$ cat config.mk
export PLATFORM = sky130hd
export DESIGN_NAME = ofdm_fft_input_sequencer
export DESIGN_NICKNAME = d
export VERILOG_FILES = /design/src/rtl/ofdm_fft_input_sequencer.sv
export SDC_FILE = /design/constraint.sdc
export NUM_CORES = 2
export LEC_CHECK = 0
export CAP_MARGIN = 20
export CORE_UTILIZATION = 38
export CTS_CLUSTER_SIZE = 10
export DETAILED_ROUTE_END_ITERATION = 12
export PLACE_DENSITY = 0.52
export SETUP_SLACK_MARGIN = 0.4
export SLEW_MARGIN = 20
export SYNTH_ARGS = -nofsm -noshare
export SYNTH_HDL_FRONTEND = slang
export SYNTH_SLANG_ARGS = --single-unit
$ cat constraint.sdc
create_clock -name clk -period 10.9 [get_ports clk]
set_clock_uncertainty 0.15 [all_clocks]
set_input_delay 1.09 -clock clk [delete_from_list [all_inputs] [get_ports clk]]
set_output_delay 1.09 -clock clk [all_outputs]
set_load 0.01 [all_outputs]
$ cat src/rtl/ofdm_fft_input_sequencer.sv
// ofdm_fft_input_sequencer: strips the cyclic prefix and ping-pongs symbols
// through two N-deep banks, emitting framed bursts to the FFT core.
module ofdm_fft_input_sequencer #(
    parameter int SAMPLE_WIDTH = 12,
    parameter int FFT_LEN_LOG2 = 6
) (
    input  logic                    clk,
    input  logic                    reset,
    input  logic [FFT_LEN_LOG2-1:0] cfg_cp_len,
    input  logic                    cfg_inverse,
    input  logic                    s_valid,
    output logic                    s_ready,
    input  logic [SAMPLE_WIDTH-1:0] s_real,
    input  logic [SAMPLE_WIDTH-1:0] s_imag,
    input  logic                    s_last,
    output logic                    m_start,
    output logic                    m_valid,
    input  logic                    m_ready,
    output logic [SAMPLE_WIDTH-1:0] m_real,
    output logic [SAMPLE_WIDTH-1:0] m_imag,
    output logic [FFT_LEN_LOG2-1:0] m_index,
    output logic                    m_last,
    output logic                    m_inverse,
    output logic                    m_final,
    output logic                    err_overrun
);
    localparam int N  = 2 ** FFT_LEN_LOG2;
    localparam int DW = 2 * SAMPLE_WIDTH;
    localparam int CW = FFT_LEN_LOG2 + 1;

    typedef logic [FFT_LEN_LOG2-1:0] idx_t;
    localparam idx_t LAST_IDX = idx_t'(N - 1);
    localparam logic [CW-1:0] STALL_MAX = CW'(N);

    typedef enum logic [1:0] {STRIP, FILL, PAD} in_state_t;
    typedef enum logic [1:0] {IDLE, START, STREAM} out_state_t;

    logic [DW-1:0] mem [2*N];

    in_state_t     in_state, in_nxt;
    out_state_t    out_state, out_nxt;
    logic          wr_bank, wr_bank_nxt;
    logic          rd_bank, rd_bank_nxt;
    idx_t          wr_addr, wr_addr_nxt;
    idx_t          rd_idx, rd_idx_nxt;
    idx_t          cp_cnt, cp_cnt_nxt;
    idx_t          cp_lat, cp_lat_nxt, cp_use;
    logic          inv_lat, inv_lat_nxt;
    logic          sym_first, first_nxt;
    logic [1:0]    full, full_nxt;
    logic [1:0]    bank_fin, bank_inv;
    logic          accept, wr_en, wr_zero;
    logic          set_full, set_final;
    logic          rd_load, clr_full;
    logic [DW-1:0] rd_data;
    logic [CW-1:0] stall_cnt;

    always_comb begin
        in_nxt      = in_state;
        wr_bank_nxt = wr_bank;
        wr_addr_nxt = wr_addr;
        cp_cnt_nxt  = cp_cnt;
        cp_lat_nxt  = cp_lat;
        inv_lat_nxt = inv_lat;
        first_nxt   = sym_first;
        wr_en       = 1'b0;
        wr_zero     = 1'b0;
        set_full    = 1'b0;
        set_final   = 1'b0;
        accept      = s_valid && s_ready;
        cp_use      = sym_first ? cfg_cp_len : cp_lat;
        unique case (in_state)
            STRIP: if (accept) begin
                first_nxt = 1'b0;
                if (sym_first) begin
                    cp_lat_nxt  = cfg_cp_len;
                    inv_lat_nxt = cfg_inverse;
                end
                // CP exhausted: this sample is already payload addr 0
                if (cp_cnt == cp_use) begin
                    wr_en       = 1'b1;
                    cp_cnt_nxt  = '0;
                    wr_addr_nxt = idx_t'(1);
                    in_nxt      = s_last ? PAD : FILL;
                end else if (s_last) begin
                    cp_cnt_nxt = '0;
                    first_nxt  = 1'b1;
                end else begin
                    cp_cnt_nxt = cp_cnt + 1'b1;
                end
            end
            FILL: if (accept) begin
                wr_en       = 1'b1;
                wr_addr_nxt = wr_addr + 1'b1;
                if (wr_addr == LAST_IDX) begin
                    set_full    = 1'b1;
                    set_final   = s_last;
                    wr_bank_nxt = !wr_bank;
                    first_nxt   = 1'b1;
                    in_nxt      = STRIP;
                end else if (s_last) begin
                    in_nxt = PAD;
                end
            end
            PAD: begin
                wr_en       = 1'b1;
                wr_zero     = 1'b1;
                wr_addr_nxt = wr_addr + 1'b1;
                if (wr_addr == LAST_IDX) begin
                    set_full    = 1'b1;
                    set_final   = 1'b1;
                    wr_bank_nxt = !wr_bank;
                    first_nxt   = 1'b1;
                    in_nxt      = STRIP;
                end
            end
            default: in_nxt = STRIP;
        endcase
    end

    always_comb begin
        out_nxt     = out_state;
        rd_bank_nxt = rd_bank;
        rd_idx_nxt  = rd_idx;
        rd_load     = 1'b0;
        clr_full    = 1'b0;
        unique case (out_state)
            IDLE: if (full[rd_bank]) out_nxt = START;
            START: begin
                rd_load    = 1'b1;
                rd_idx_nxt = '0;
                out_nxt    = STREAM;
            end
            STREAM: if (m_ready) begin
                if (rd_idx == LAST_IDX) begin
                    clr_full    = 1'b1;
                    rd_bank_nxt = !rd_bank;
                    rd_idx_nxt  = '0;
                    out_nxt     = IDLE;
                end else begin
                    rd_load    = 1'b1;
                    rd_idx_nxt = rd_idx + 1'b1;
                end
            end
            default: out_nxt = IDLE;
        endcase
    end

    always_comb begin
        full_nxt = full;
        if (set_full) full_nxt[wr_bank] = 1'b1;
        if (clr_full) full_nxt[rd_bank] = 1'b0;
    end

    always_ff @(posedge clk) begin
        if (wr_en) mem[{wr_bank, wr_addr}] <= wr_zero ? '0 : {s_real, s_imag};
    end

    always_ff @(posedge clk or negedge reset) begin
        if (!reset) begin
            in_state  <= STRIP;
            wr_bank   <= 1'b0;
            wr_addr   <= '0;
            cp_cnt    <= '0;
            cp_lat    <= '0;
            inv_lat   <= 1'b0;
            sym_first <= 1'b1;
            full      <= '0;
            bank_fin  <= '0;
            bank_inv  <= '0;
            s_ready   <= 1'b1;
        end else begin
            in_state  <= in_nxt;
            wr_bank   <= wr_bank_nxt;
            wr_addr   <= wr_addr_nxt;
            cp_cnt    <= cp_cnt_nxt;
            cp_lat    <= cp_lat_nxt;
            inv_lat   <= inv_lat_nxt;
            sym_first <= first_nxt;
            full      <= full_nxt;
            if (set_full) begin
                bank_fin[wr_bank] <= set_final;
                bank_inv[wr_bank] <= inv_lat;
            end
            // ready reflects the state the writer is about to be in
            s_ready <= !full_nxt[wr_bank_nxt] && (in_nxt != PAD);
        end
    end

    always_ff @(posedge clk or negedge reset) begin
        if (!reset) begin
            out_state <= IDLE;
            rd_bank   <= 1'b0;
            rd_idx    <= '0;
            rd_data   <= '0;
        end else begin
            out_state <= out_nxt;
            rd_bank   <= rd_bank_nxt;
            rd_idx    <= rd_idx_nxt;
            if (rd_load) rd_data <= mem[{rd_bank, rd_idx_nxt}];
        end
    end

    always_ff @(posedge clk or negedge reset) begin
        if (!reset) begin
            stall_cnt   <= '0;
            err_overrun <= 1'b0;
        end else if (s_valid && !s_ready) begin
            if (stall_cnt == STALL_MAX) err_overrun <= 1'b1;
            else stall_cnt <= stall_cnt + 1'b1;
        end else begin
            stall_cnt <= '0;
        end
    end

    assign m_start   = (out_state == START);
    assign m_valid   = (out_state == STREAM);
    assign m_real    = rd_data[DW-1:SAMPLE_WIDTH];
    assign m_imag    = rd_data[SAMPLE_WIDTH-1:0];
    assign m_index   = rd_idx;
    assign m_last    = m_valid && (rd_idx == LAST_IDX);
    assign m_inverse = (out_state != IDLE) && bank_inv[rd_bank];
    assign m_final   = (out_state != IDLE) && bank_fin[rd_bank];
endmodule
==> metrics.yaml <==
logic_synthesis:
  yosysSeqAreaShare: 0.763
  yosys_most_used_dff: "edfxtp_1"
  synth_edf_count: 3072
  ys_top_cells_by_count: "edfxtp_1 (3072), nand2_1 (1396), mux2i_1 (473), nand3_1 (462), a21oi_1 (354)"
  syn-cell-area_um2: 123000
  yosys_warnings: 0
  synth_top_area_frac: 0.748
  syn_avg_cell_area_um2: 15.9
  yosysMostFrequentCell: "edfxtp_1"
  synthArstFlopShare: 0.0226
  syn_nets: 7813
  synth_top_area_cell: "edfxtp_1"
  ys_ff_latch: 3143
  ys_types: 92
  syn_inst: 7764
  yosys-top-cells-area: "edfxtp_1 (75%), nand2_1 (4.3%), mux2i_1 (3.8%), mux4_2 (3.1%), nand3_1 (1.9%)"
setup_path:
  required_ps: 11500
  r2r-start: "out_state[1]"
  cp_max_fo: 46
  path_class: "reg2reg"
  reg2reg_slack_ps: 4130
  critPathArrivalTime_ps: 7370
  ff2ff_path_depth: 17
  r2r_end: "rd_data[9]"
  end_kind: "flop"
  start_kind: "flop"
cts:
  clock_sinks: 3143
  clk_pin_slew_ps: 60
  clk_path_buf_depth: 4
  cts_resized: 0
  cts_root_buf: "clkbuf_16"
  clk_latency_ps: 920
  cts-htree-levels: 5
  cts_tree: "done"
  numCtsBuffers: 361
place:
  placed_cells: 12000
  place.gp.congestion: 0.935
  hpwl_um: 255000
  port_buffers: 72
timing:
  fin_crit_sh: 0.621
  setup_viol: 0
  fin_crit_ps: 6770
  tns_ps: 0
  slew_violations: 0
  rsz0062_at_grt: "no"
  tightest_slew_ps: 1280
  slew_headroom: 0.146
  hold_viol: 0
  clock.fmax_mhz: 148
detailed_routing:
  drc_errors: 0
  dr.first_iter.drc_count: 11100
  via_count: 74500
  viasPerCell: 5.94
  wirelength_um: 431000
  first_pass_iters: 8
  routedWlPerCell_um: 34.4
  drtAntennaViolNets: 0
final_layout:
  drive_gt1_frac: 0.139
  final_nets: 8123
  finalNonFillerCells: 12500
  area_growth_pct: 13.9
power:
  p_sw_frac: 0.298
  cellLeakagePower_nw: 46.5
  p_clk_frac: 0.347
  vdd_drop_max_uv: 212
  p_int_w: 0.0219
  switching_power_w: 0.00933
  powerDensity_nw_per_um2: 223
  pwr-share-seq: 0.458
  combPwrFrac: 0.195
global_routing:
  grt_usage: 0.260
  grt_max_degree: 129
  grt-ovfl-total: 0
  grt_pass1_vias: 71300
  antenna_found_initial: 27
  grt_pass1_wl_um: 590000
die:
  start_util: 0.383
  placementRows: 208
  die_y_um: 572
  die_x_um: 572
  ioPinCount: 73
  coreArea_um2: 322000
  die-area_um2: 327000
min_path:
  hold_end: "bank_inv[0]"
  min_path_type: "reg2reg"
  min_from: "bank_inv[0]"
  min_path_cells: 1
outcome:
  outcome: "finished, final reports clean"
job:
  drv_cap: 0
-- worst max path at each step --
stage | from | to | slack, ps
after global routing | out_state[1] | rd_data[15] | 3950
after global placement | m_ready | rd_data[8] | 3340
after CTS | out_state[1] | rd_data[9] | 4330
after detailed placement | m_ready | rd_data[9] | 3500
final | out_state[1] | rd_data[9] | 4130
after floorplan | in_state[0] | mem[0][10] | 5660
-- area by class of cell --
class	count	area, µm²
Fill cell	28400	182000
Sequential cell	3143	94000
Multi-Input combinational cell	4143	27400
Clock buffer	496	9750
Tap cell	4305	5390
Timing Repair Buffer	407	3420
Clock inverter	17	287
Inverter	18	106
Antenna cell	10	25.0
-- power by group through the flow --
stage	clock, W	combinational (W)	sequential [W]
6_report	0.0108	0.00610	0.0143
5_1_grt	0.0114	0.00630	0.0143
4_1_cts	0.0109	0.00603	0.0143
3_5_place_dp	0	0.00602	0.0146
3_3_place_gp	0	0.00594	0.0146
2_1_floorplan	0	0.00332	0.0145
-- cells by family (layout without fill, tap and decap cells) --
family | after synthesis | after routing | synth area share
AOI/OAI and AO/OA | 1148 | 1148 | 0.0613
xor gates and xnor gates | 12 | 12 | 0.000853
adders and majority gates | 13 | 13 | 0.00132
buffers and inverters | 478 | 938 | 0.0214
DFF | 3143 | 3143 | 0.763
muxes | 673 | 673 | 0.0725
other | 0 | 10 | 0
and+or+nand+nor | 2297 | 2297 | 0.0799
-- critical path, stage by stage (launching register included) --
cell and delay [ps]:
dfrtp_1 370, inv_1 80, ha_1 620, nand4_1 220, o221a_4 510, inv_8 510
buf_4 580, buf_4 520, nor2_4 50, buf_4 270, nand2_2 110, buf_4 400
buf_4 430, o22ai_1 140, a211oi_1 270, nand2_1 290, o2111ai_1 800, o41ai_2 170
-- sequential cells by signal, summed over array words and instances (netlist names) --
name and count:
bank_fin 2, bank_inv 2, cp_cnt 6, cp_lat 6, err_overrun 1, full 2, in_state 2, inv_lat 1
m_index 6, mem 3072, out_state 2, rd_bank 1, rd_data 24, s_ready 1, stall_cnt 7, sym_first 1
wr_addr 6, wr_bank 1
-- metrics by stage --
| step | worst slack, ps | hold slack, ps | cell area, µm² | util | power (W) |
|---|---|---|---|---|---|
| 3_3_place_gp | 3340 | 315 | 130000 | 0.404 | 0.0205 |
| 2_1_floorplan | 5660 | 300 | 123000 | - | 0.0179 |
| 3_5_place_dp | 3500 | 351 | 130000 | 0.405 | 0.0206 |
| 5_1_grt | 3950 | 387 | 140000 | 0.436 | 0.0320 |
| 6_report | 4130 | 361 | 140000 | 0.436 | 0.0313 |
| 4_1_cts | 4330 | 365 | 140000 | 0.436 | 0.0313 |
-- metal layers --
| metal | GRT usage | wire length, µm |
|---|---|---|
| met5 | 0 | 43 |
| met4 | 0.124 | 23500 |
| met2 | 0.397 | 193000 |
| met1 | 0.356 | 171000 |
| met3 | 0.0540 | 43400 |
-- timing repair --
| item | CTS | global route |
|---|---|---|
| buffers inserted | 0 | 0 |
| endpoints found under the setup margin | 0 | 0 |
| hold buffers | 1 | 0 |
| hold endpoints to repair | 25 | 0 |
-- cell usage in the layout, fill, tap and decap left out, types with 10 or more instances in the layout --
cell             count
a221oi_1            20
buf_4              320
a22o_1              37
o211ai_1            10
o21ai_1             10
o22ai_1            150
nor2b_4             24
edfxtp_1          3072
nand3_1            459
a211oi_1            34
diode_2             10
nand4_1             62
a221o_1             10
a21oi_1            354
buf_12              13
dfrtp_1             69
a2111oi_0           22
ha_1                12
inv_1               13
a31oi_1             97
a32oi_1             44
nor2_2             125
o221ai_1            51
and3_1              42
nor2_4              24
mux4_2             172
a22oi_1             67
clkdlybuf4s50_1     71
clkbuf_16          370
clkbuf_1           124
mux2i_1            473
nor2_1              58
a311oi_1            24
nand2_1           1394
o21ai_0            129
nor3_1              29
o31ai_1             12
mux2_2              26
nor4_1              14
Power figures use the tool's default switching activity.
